$ cat config.mk
export PLATFORM = sky130hd
export DESIGN_NAME = wb_write_sched
export DESIGN_NICKNAME = d
export VERILOG_FILES = /design/src/rtl/wb_pkg.sv /design/src/rtl/wb_write_sched.sv
export SDC_FILE = /design/constraint.sdc
export NUM_CORES = 1
export LEC_CHECK = 0
export ABC_CLOCK_PERIOD_IN_PS = 2700
export CAP_MARGIN = 15
export CORE_UTILIZATION = 47
export CTS_BUF_LIST = sky130_fd_sc_hd__clkbuf_8
export CTS_CLUSTER_DIAMETER = 50
export CTS_CLUSTER_SIZE = 12
export DETAILED_ROUTE_END_ITERATION = 16
export GPL_ROUTABILITY_DRIVEN = 0
export PLACE_DENSITY = 0.83
export SLEW_MARGIN = 40
export SYNTH_ARGS = -nofsm -noshare
export SYNTH_HDL_FRONTEND = slang
export SYNTH_SLANG_ARGS = --single-unit
$ cat constraint.sdc
create_clock -name clk_i -period 2.7 [get_ports clk_i]
set_clock_uncertainty 0.2 [all_clocks]
set_input_delay 0.54 -clock clk_i [delete_from_list [all_inputs] [get_ports clk_i]]
set_output_delay 0.54 -clock clk_i [all_outputs]
set_load 0.03 [all_outputs]
$ cat src/rtl/wb_pkg.sv
// rtl/wb_pkg.sv - status codes, "no register" sentinel and FSM encoding for writeback
package wb_pkg;

  localparam logic [2:0] STAT_AOK = 3'd1;
  localparam logic [2:0] STAT_HLT = 3'd2;
  localparam logic [2:0] STAT_ADR = 3'd3;
  localparam logic [2:0] STAT_INS = 3'd4;

  localparam logic [3:0] RNONE = 4'hF;

  typedef enum logic [1:0] {
    IDLE   = 2'd0,
    WR_M   = 2'd1,
    HALTED = 2'd2
  } wb_state_t;

endpackage

$ cat src/rtl/wb_write_sched.sv
// rtl/wb_write_sched.sv - serialises E/M results onto a single register-file write port
// Optional: WB_RETIRE_CNT_EN adds retire_cnt_o, a 64-bit retired-instruction counter.
module wb_write_sched
  import wb_pkg::*;
#(
  parameter int                DATA_W = 64,
  parameter int                REG_AW = 4,
  parameter logic [REG_AW-1:0] RNONE  = wb_pkg::RNONE
) (
  input  logic              clk_i,
  input  logic              rst_i,
  input  logic              in_valid_i,
  output logic              in_ready_o,
  input  logic [3:0]        icode_i,
  input  logic [2:0]        stat_i,
  input  logic [REG_AW-1:0] dstE_i,
  input  logic [REG_AW-1:0] dstM_i,
  input  logic [DATA_W-1:0] valE_i,
  input  logic [DATA_W-1:0] valM_i,
  output logic              rf_we_o,
  output logic [REG_AW-1:0] rf_waddr_o,
  output logic [DATA_W-1:0] rf_wdata_o,
  output logic              retired_o,
  output logic [3:0]        retired_icode_o,
  output logic [2:0]        cpu_stat_o,
  output logic              halted_o
`ifdef WB_RETIRE_CNT_EN
  ,
  output logic [63:0]       retire_cnt_o
`endif
);

  wb_state_t         state;
  logic [REG_AW-1:0] pend_addr;
  logic [DATA_W-1:0] pend_data;
  logic [3:0]        pend_icode;

  logic e_valid;
  logic m_valid;

  assign in_ready_o = (state == IDLE) && !rst_i;
  assign e_valid    = (dstE_i != RNONE);
  assign m_valid    = (dstM_i != RNONE);

  always_ff @(posedge clk_i) begin
    if (rst_i) begin
      state           <= IDLE;
      rf_we_o         <= 1'b0;
      rf_waddr_o      <= RNONE;
      rf_wdata_o      <= '0;
      retired_o       <= 1'b0;
      retired_icode_o <= 4'd0;
      cpu_stat_o      <= STAT_AOK;
      halted_o        <= 1'b0;
      pend_addr       <= RNONE;
      pend_data       <= '0;
      pend_icode      <= 4'd0;
    end else begin
      rf_we_o   <= 1'b0;
      retired_o <= 1'b0;
      case (state)
        IDLE: begin
          if (in_valid_i) begin
            if (stat_i != STAT_AOK) begin
              cpu_stat_o      <= stat_i;
              halted_o        <= 1'b1;
              retired_o       <= 1'b1;
              retired_icode_o <= icode_i;
              state           <= HALTED;
            end else if (e_valid && m_valid && (dstE_i != dstM_i)) begin
              // E goes out now; M is parked and the stage is stalled one cycle
              rf_we_o    <= 1'b1;
              rf_waddr_o <= dstE_i;
              rf_wdata_o <= valE_i;
              pend_addr  <= dstM_i;
              pend_data  <= valM_i;
              pend_icode <= icode_i;
              state      <= WR_M;
            end else begin
              // Same-register collision resolves to M, matching load-over-ALU order
              if (m_valid) begin
                rf_we_o    <= 1'b1;
                rf_waddr_o <= dstM_i;
                rf_wdata_o <= valM_i;
              end else if (e_valid) begin
                rf_we_o    <= 1'b1;
                rf_waddr_o <= dstE_i;
                rf_wdata_o <= valE_i;
              end
              retired_o       <= 1'b1;
              retired_icode_o <= icode_i;
            end
          end
        end
        WR_M: begin
          rf_we_o         <= 1'b1;
          rf_waddr_o      <= pend_addr;
          rf_wdata_o      <= pend_data;
          retired_o       <= 1'b1;
          retired_icode_o <= pend_icode;
          state           <= IDLE;
        end
        HALTED: begin
          state <= HALTED;
        end
        default: begin
          state <= IDLE;
        end
      endcase
    end
  end

`ifdef WB_RETIRE_CNT_EN
  always_ff @(posedge clk_i) begin
    if (rst_i) begin
      retire_cnt_o <= 64'd0;
    end else if (retired_o) begin
      retire_cnt_o <= retire_cnt_o + 64'd1;
    end
  end
`endif

endmodule

# After elaboration in Yosys (flattened, before gate mapping)
# Index checks and enable logic that the tools add are counted.
[totals]
output_inout_bits = 79
inputBits = 146
regBits = 152
[op_classes]
muxes = 30
reduce_logical = 11
n_bitwise = 1
n_eq_ne = 11
[ops]
columns = ["cell", "n"]
rows = [
  ["64-bit two-way mux", 5],
  ["64-bit case mux with 2 select lines", 1],
  ["4-bit two-way mux", 8],
  ["4-bit case mux with 2 select lines", 2],
  ["1-bit two-way mux", 8],
  ["4-bit inequality test (second input constant)", 2],
  ["4-bit AND reduction", 2],
  ["2-bit two-way mux", 3],
  ["3-bit by 1-bit inequality test with 1-bit output (second input constant)", 2],
  ["3-bit AND reduction", 2],
  ["2-bit inequality test (second input constant)", 2],
  ["4-bit by 3-bit inequality test with 1-bit output (second input constant)", 1],
  ["4-bit inequality test", 1],
  ["1-bit case mux with 2 select lines", 2],
  ["2-bit case mux with 2 select lines", 1],
  ["1-bit logical AND", 3],
  ["3-bit inequality test (second input constant)", 1],
  ["2-bit by 1-bit equality test with 1-bit output (second input constant)", 1],
  ["2-bit equality test (second input constant)", 1],
  ["2-bit zero test", 1],
  ["2-bit AND reduction", 1],
  ["2-bit nonzero test", 1],
  ["1-bit zero test", 1],
  ["1-bit inverter", 1],
]

# Logic depth before layout (Yosys ltp)
# Gate-level depths: netlist of run 1.
[depth]
depth_word = 7
depth_mapped = 8
ltp_nobuf = 5

# Least setup slack after synthesis of run 1
# OpenSTA, ideal clock, no wires.
[synth_path]
kind = "in2out"
from = "input port rst_i"
to = "output port in_ready_o"
required_ns = 1.960
slack_ns = 0.392
stages = 3
arrival_time_ns = 1.568
path_cell_list = "clkbuf_1 -> clkbuf_1 -> nor3_1"
[synth_between]
elab_chain_cells = 2
[synth_rtl]
columns = ["element", "line", "text"]
rows = [
  ["start, declared", "wb_write_sched.sv:11", "input logic rst_i,"],
  ["1-bit zero test", "wb_write_sched.sv:41", "assign in_ready_o = (state == IDLE) && !rst_i;"],
  ["1-bit logical AND", "wb_write_sched.sv:41", ""],
  ["end, declared", "wb_write_sched.sv:13", "output logic in_ready_o,"],
]
# No other way between the ends.

# Worst setup path after layout of run 1
[layout_path]
from = "register state[1]"
to = "output port in_ready_o"
[layout_between]
elab_chain_cells = 2
[layout_rtl]
columns = ["element", "line", "text"]
rows = [
  ["start, declared", "wb_write_sched.sv:33", "wb_state_t state;"],
  ["start signal, assigned", "wb_write_sched.sv:47", "state <= IDLE;"],
  ["start signal, assigned", "wb_write_sched.sv:69", "state <= HALTED;"],
  ["start signal, assigned", "wb_write_sched.sv:78", "state <= WR_M;"],
  ["2-bit zero test", "wb_write_sched.sv:41", ""],
  ["1-bit logical AND", "wb_write_sched.sv:41", ""],
]
# No other way between the ends.

==> flow_summary_export.csv, run 1 <==
group,metric,value,unit
timing,rsz0062_at_grt,"no",
clocking,clock_tree.root_cell,"clkbuf_8",
pwr,cellLeakagePower,3.48,nW
place,buffer_ports.inserted,224,
clocking,path_clk_slew,0.07,ns
floorplanning,dieHeight,120,um
finish,total_area_of_multi_input_combinational_cells,0.00313,mm2
worst_setup_path,timing.critical_path.cells,"nor3_1 > clkdlybuf4s50_1",
outcome,status,"completed",
pwr,design_power_total,0.00517,W
routing,initialDrtViolationCount,577,
clocking,post_cts_resized,0,
worst_setup_path,worst_r2r_endpoint,"rf_wdata_o[16]$_SDFFE_PP0P_",
routing,viasPerCell,5.50,
synthesis,ys.warnings.count,0,
timing,finalCriticalPeriod,2.55,ns
pwr,seqPwrFrac,45.5,%
routing,drt-pass1-iter-count,5,
hold_path,holdPathEnd,"pend_data[35]$_SDFFE_PP0P_",
worst_setup_path,cp_data_arrival_time,1.81,ns
floorplanning,core-area,0.0134,mm2
timing,final.period_utilization,94.5,%
timing,final-hold-violation-count,0,
global_routing,wire_length_of_the_first_global_routing_pass,31.9,mm
routing,average_wire_per_cell_in_the_routed_design,15.9,um
clocking,clock_sink_count,152,
pwr,share_comb_of_total_power,16.7,%
synthesis,synth.net_count,997,
clocking,setup_fix_buffers_added_after_clock_tree_synthesis,0,
floorplanning,design.portCount,225,
pwr,power.internal,0.00387,W
worst_setup_path,max_stage_delay,0.75,ns
worst_setup_path,worst_path_max_delay_cell,"clkdlybuf4s50_1",
synthesis,synth-seq-area-share,46.4,%
run,cap_violations,0,
routing,final_antenna_net_count,0,
finish,drive_gt1_share,7.27,%
worst_setup_path,path_class,"flip-flop to output port",
synthesis,syn_area_per_cell,7.70,um2
worst_setup_path,worst_r2r_startpoint,"state[1]$_SDFFE_PP0P_",
timing,finalSetupViolCount,0,
routing,detailroute.via_count,6871,
worst_setup_path,worstPathRequired,1.96,ns
synthesis,synth-async-reset-ratio,0,%
finish,num-nets-final,1207,
synthesis,edff_count_synth,0,
global_routing,gr-usage-all-layers,27.9,%
clocking,cts_hold_buf,0,
floorplanning,fp-row-count,42,
worst_setup_path,startpoint_class_of_the_critical_path,"flip-flop",
timing,setup_tns,0,ns
finish,register_area,0.00304,mm2
pwr,max-vdd-ir-drop,0.273,mV
synthesis,synthDistinctLibCells,37,
place,placedInstanceArea,0.00910,mm2
finish,layout-area-overhead-vs-synth,45.6,%
place,hpwlAfterDp,12.9,mm
global_routing,grt_max_degree,153,
finish,num-fill-cells,1034,
worst_setup_path,timing.critical_path.buf_inv,1,
worst_setup_path,worstPathMaxFanout,7,
worst_setup_path,worst_case_reg_to_reg_path_depth,6,
synthesis,postSynthRegisterBits,152,
pwr,clockPowerShare,37.8,%
global_routing,globalRouteOverflowTotal,0,
finish,layout.cells.most_common_list,"271 x nand2_1, 223 x clkdlybuf4s50_1, 152 x dfxtp_1",
timing,final_max_slew_viol_count,0,
timing,finalHoldWorstSlack,0.252,ns
hold_path,worst_hold_path_type,"flip-flop to flip-flop",
global_routing,antenna_found_initial,0,
finish,insertedDiodeCount,0,
floorplanning,die_width,120,um
synthesis,mappedNetlistArea,0.00655,mm2
clocking,cts_buffer_depth,2,
hold_path,worst_hold_startpoint,"pend_data[35]$_SDFFE_PP0P_",
global_routing,first_global_vias,6520,
worst_setup_path,regToRegSetupSlack,0.78,ns
routing,routed_wirelength,19.8,mm
clocking,h-tree-depth,4,
floorplanning,initial_utilization,48.9,%
clocking,tritoncts,"built",
timing,timing.max_slew.rel_slack,55.7,%
synthesis,synthCells,851,
finish,final_common_cell,"nand2_1",
clocking,clk_latency,0.45,ns
routing,post-route-drc-count,0,
floorplanning,floorplan.die_area,0.0144,mm2
finish,finish.utilization,71.2,%
pwr,net_switching_power_of_the_design,0.00130,W
hold_path,hold-path-cell-count,2,
worst_setup_path,critPathTopFamily,"buffers and inverters",
finish,final_area,0.00954,mm2
timing,fmax,0.392,GHz
worst_setup_path,cp-end-kind,"output port",
timing,tightest_slew,0.665,ns
synthesis,postSynth.topFlopCell,"dfxtp_1",
clocking,cts_buffers,17,
pwr,p_sw_share,25.1,%
pwr,powerDensity,542,mW/mm2
## power groups by stage
| stage | logic [W] | registers (W) | clock network, W |
|---|---|---|---|
| floorplan | 0.000318 | 0.00250 | 0 |
| global placement | 0.000852 | 0.00240 | 0 |
| detailed placement | 0.000861 | 0.00240 | 0 |
| CTS | 0.000866 | 0.00235 | 0.00198 |
| global route | 0.000930 | 0.00236 | 0.00208 |
| finish | 0.000865 | 0.00235 | 0.00195 |
## layer usage
metal	up-vias	global-route usage (%)	routed length, um
met5	-	0	0
met4	0	13.1	567
met3	44	6.56	1710
met2	315	45.8	9460
met1	3183	34.2	8060
li1	3329	-	-
## flip-flops by register name, indices dropped and copies added, names as in the netlist
signal	count
pend_icode	4
pend_data	64
rf_waddr_o	4
state	2
retired_icode_o	4
retired_o	1
rf_we_o	1
cpu_stat_o	3
pend_addr	4
halted_o	1
rf_wdata_o	64
## area by class of cell
type / instances / share of cell area (%)
clock inverters: 12 / 1.93
well taps: 176 / 2.31
clock buffers: 19 / 2.74
flip-flops and latches: 152 / 31.9
repair buffers: 262 / 28.2
multi-input cells: 623 / 32.8
inverters: 5 / 0.197
## worst max path at each step
stage,end,startpoint,cells after the start
5_1_grt,in_ready_o,state[1]$_SDFFE_PP0P_,2
3_3_place_gp,rf_wdata_o[4]$_SDFFE_PP0P_,dstE_i[2],7
2_1_floorplan,in_ready_o,rst_i,3
4_1_cts,in_ready_o,state[1]$_SDFFE_PP0P_,2
3_5_place_dp,rf_wdata_o[59]$_SDFFE_PP0P_,dstM_i[0],7
6_report,in_ready_o,state[1]$_SDFFE_PP0P_,2
## worst reg2reg max path, stage by stage (launching register included)
cell and delay (ns):
dfxtp_1 0.44, nand2b_2 0.22, buf_4 0.33, nand2_2 0.16
buf_12 0.20, nor2_1 0.19, a311oi_2 0.06
## through the flow
| step | setup slack [ns] | std cells |
|---|---|---|
| floorplan | 0.392 | 851 |
| global placement | -0.0353 | 1218 |
| detailed placement | -0.0954 | 1218 |
| CTS | 0.131 | 1249 |
| global route | 0.111 | 1249 |
| finish | 0.147 | 1249 |
## synth_stat cells, types with 3 or more instances
cell        n  area, um2
nand4_1     3       18.8
mux2i_1     9       90.1
o21ai_0    68        340
clkbuf_1   44        165
nand2_1   272       1020
nor2_1     87        327
xnor2_1     4       35.0
nand3b_1    4       30.0
a211oi_1    6       45.0
dfxtp_1   152       3040
a21oi_1    78        390
a21o_1      4       30.0
a31oi_1     3       18.8
buf_6      13        146
a311oi_1   61        534
buf_2      11       55.1
nor3_1      3       15.0
inv_1       5       18.8
## cell families after synthesis
family / Yosys count / share of synthesized area [%]
flip-flops: 152 / 46.4
AND/OR/NAND/NOR: 380 / 22.9
buffers and inverters: 76 / 6.19
XOR/XNOR: 4 / 0.535
multiplexers: 9 / 1.38
AO/OA/AOI/OAI: 230 / 22.6
Power figures use the tool's default switching activity.
==> run 2: changes to the inputs <==
CELL_PAD_IN_SITES_DETAIL_PLACEMENT = 1   (was not set)
CELL_PAD_IN_SITES_GLOBAL_PLACEMENT = 2   (was not set)
CORE_UTILIZATION = 26   (was 47)
PLACE_DENSITY = not set   (was 0.83)
PLACE_DENSITY_LB_ADDON = 0.1   (was not set)
==> run 2 against run 1 <==
  * Total power fell by 0.48%
  * Global-route usage decreased by 8.7 points
  * Combinational power grew 4.2%
  * Sequential power is essentially flat
  * Critical path type unchanged
==> flow_summary_export.csv, run 2 (synthesis gave the netlist of run 1 again) <==
group,metric,value,unit
timing,tightest_slew,0.749,ns
global_routing,globalRoute.busiestLayer,"met2",
timing,finalHoldWorstSlack,0.255,ns
global_routing,gr-usage-all-layers,19.1,%
timing,final.period_utilization,92.3,%
timing,timing.max_slew.rel_slack,50.1,%
floorplanning,dieHeight,161,um
worst_setup_path,worst_case_reg_to_reg_path_depth,6,
clocking,cts_buffer_depth,2,
timing,post-route-worst-setup-slack,0.208,ns
global_routing,grt_max_degree,88,
global_routing,met1_capacity_usage_during_global_routing,25.4,%
finish,stdcell_count,1410,
timing,rsz0062_at_grt,"no",
place,hpwlAfterDp,16.2,mm
finish,num-fill-cells,2964,
clocking,tritoncts,"built",
finish,reg_top3,"pend_data x64, rf_wdata_o x64",
finish,num-nets-final,1218,
routing,final_antenna_net_count,0,
worst_setup_path,path_class,"flip-flop to output port",
pwr,powerDensity,525,mW/mm2
worst_setup_path,worstPathMaxFanout,7,
worst_setup_path,max_stage_delay,0.74,ns
routing,post-route-drc-count,0,
hold_path,holdPathEnd,"pend_data[54]$_SDFFE_PP0P_",
worst_setup_path,timing.critical_path.buf_inv,1,
worst_setup_path,regToRegSetupSlack,0.76,ns
hold_path,hold-path-cell-count,2,
clocking,post_cts_resized,0,
routing,routed_wirelength,24.4,mm
outcome,status,"completed",
global_routing,wire_length_of_the_first_global_routing_pass,38.4,mm
timing,finalCriticalPeriod,2.49,ns
hold_path,worst_hold_path_type,"flip-flop to flip-flop",
finish,layout-area-overhead-vs-synth,49.7,%
global_routing,first_global_vias,6824,
clocking,clock_sink_count,152,
floorplanning,core-area,0.0245,mm2
routing,drt-pass1-iter-count,4,
finish,finish.utilization,40.0,%
routing,initialDrtViolationCount,322,
worst_setup_path,cp-end-kind,"output port",
place,buffer_ports.inserted,224,
routing,detailroute.via_count,6633,
finish,layout.cells.most_common_list,"271 x nand2_1, 223 x clkdlybuf4s50_1, 152 x dfxtp_1",
floorplanning,design.portCount,225,
global_routing,gr-usage-met2,31.0,%
worst_setup_path,cp_data_arrival_time,1.75,ns
routing,viasPerCell,4.70,
finish,final_common_cell,"nand2_1",
worst_setup_path,worst_r2r_endpoint,"pend_data[27]$_SDFFE_PP0P_",
floorplanning,fp-row-count,57,
pwr,design_power_total,0.00514,W
timing,final-hold-violation-count,0,
run,cap_violations,0,
global_routing,grt_util_met3,4.96,%
worst_setup_path,timing.critical_path.cells,"nor3_1 > clkdlybuf4s50_1",
worst_setup_path,startpoint_class_of_the_critical_path,"flip-flop",
hold_path,worst_hold_startpoint,"pend_data[54]$_SDFFE_PP0P_",
routing,average_wire_per_cell_in_the_routed_design,17.3,um
clocking,cts_buffers,17,
timing,finalSetupViolCount,0,
global_routing,globalRouteOverflowTotal,0,
worst_setup_path,start_point_of_the_critical_path,"state[1]$_SDFFE_PP0P_",
clocking,cts_hold_buf,0,
timing,fmax,0.401,GHz
clocking,path_clk_slew,0.09,ns
place,pre_cts_slack,-0.181,ns
place,dp.cells,1377,
floorplanning,initial_utilization,26.7,%
pwr,cellLeakagePower,3.50,nW
clocking,h-tree-depth,4,
worst_setup_path,worst_r2r_startpoint,"state[1]$_SDFFE_PP0P_",
floorplanning,die_width,161,um
finish,drive_gt1_share,8.57,%
clocking,clk_latency,0.45,ns
timing,final_max_slew_viol_count,0,
worst_setup_path,worstPathRequired,1.96,ns
clocking,clock_tree.root_cell,"clkbuf_8",
floorplanning,floorplan.die_area,0.0258,mm2
pwr,max-vdd-ir-drop,0.219,mV
finish,register_area,0.00304,mm2
global_routing,antenna_found_initial,1,
worst_setup_path,worst_path_max_delay_cell,"clkdlybuf4s50_1",
clocking,setup_fix_buffers_added_after_clock_tree_synthesis,0,
finish,total_area_of_multi_input_combinational_cells,0.00313,mm2
worst_setup_path,critPathTopFamily,"buffers and inverters",
==> run 2: changes by cell type in the layout (fill, tap and decap cells not counted), sizes merged <==
cell and delta:
clkinvlp +3, diode +1, buf +11, clkinv +2
bufinv -2, inv -1, clkbuf -1
==> run 2: how the worst max path moves through the flow <==
stage,endpoint,slack (ns),depth (start not counted)
after floorplan,in_ready_o,0.39,3
after global placement,rf_wdata_o[6]$_SDFFE_PP0P_,-0.14,8
after detailed placement,rf_wdata_o[6]$_SDFFE_PP0P_,-0.18,8
after CTS,in_ready_o,0.16,2
after global routing,in_ready_o,0.13,2
final,in_ready_o,0.21,2
==> run 2: metrics by stage <==
step           cell area [um2]  TNS (ns)
6_report                  9800         0
5_1_grt                   9800         0
4_1_cts                   9800         0
3_5_place_dp              9380    -14.16
3_3_place_gp              9380     -8.51
2_1_floorplan             6550         0
==> run 2: layout make-up <==
type	count	area share, %
repair buffers	273	28.4
inverters	5	0.191
clock inverters	14	1.77
multi-input cells	623	31.9
diodes	1	0.0255
well taps	324	4.13
clock buffers	18	2.53
flip-flops and latches	152	31.0
==> run 2: where the power goes <==
| group | internal [W] | leakage, nW | switching [W] | total [W] |
|---|---|---|---|---|
| Combinational | 0.000445 | 2.06 | 0.000456 | 0.000901 |
| Sequential | 0.00231 | 1.23 | 0.0000394 | 0.00235 |
| Clock | 0.000945 | 0.207 | 0.000946 | 0.00189 |
| Total | 0.00370 | 3.50 | 0.00144 | 0.00514 |
==> run 2: worst register-to-register path: stages, from the launching register on <==
cell and delay, ns:
dfxtp_1 0.37, nand2b_1 0.19, nor2_1 0.32, and3_2 0.32
buf_12 0.22, nand2_1 0.11, a21oi_1 0.12
==> run 2: per-layer routing <==
metal  wire length [um]  share of wire (%)
met1              11600                 48
met2              11200                 46
met4                195               0.80
met5                  0                  0
met3               1330                5.5
==> run 3: changes to the inputs <==
CAP_MARGIN = 0   (was 15)
==> results of run 3 <==
The final DEF is identical to that of run 2; final timing and power are the same.
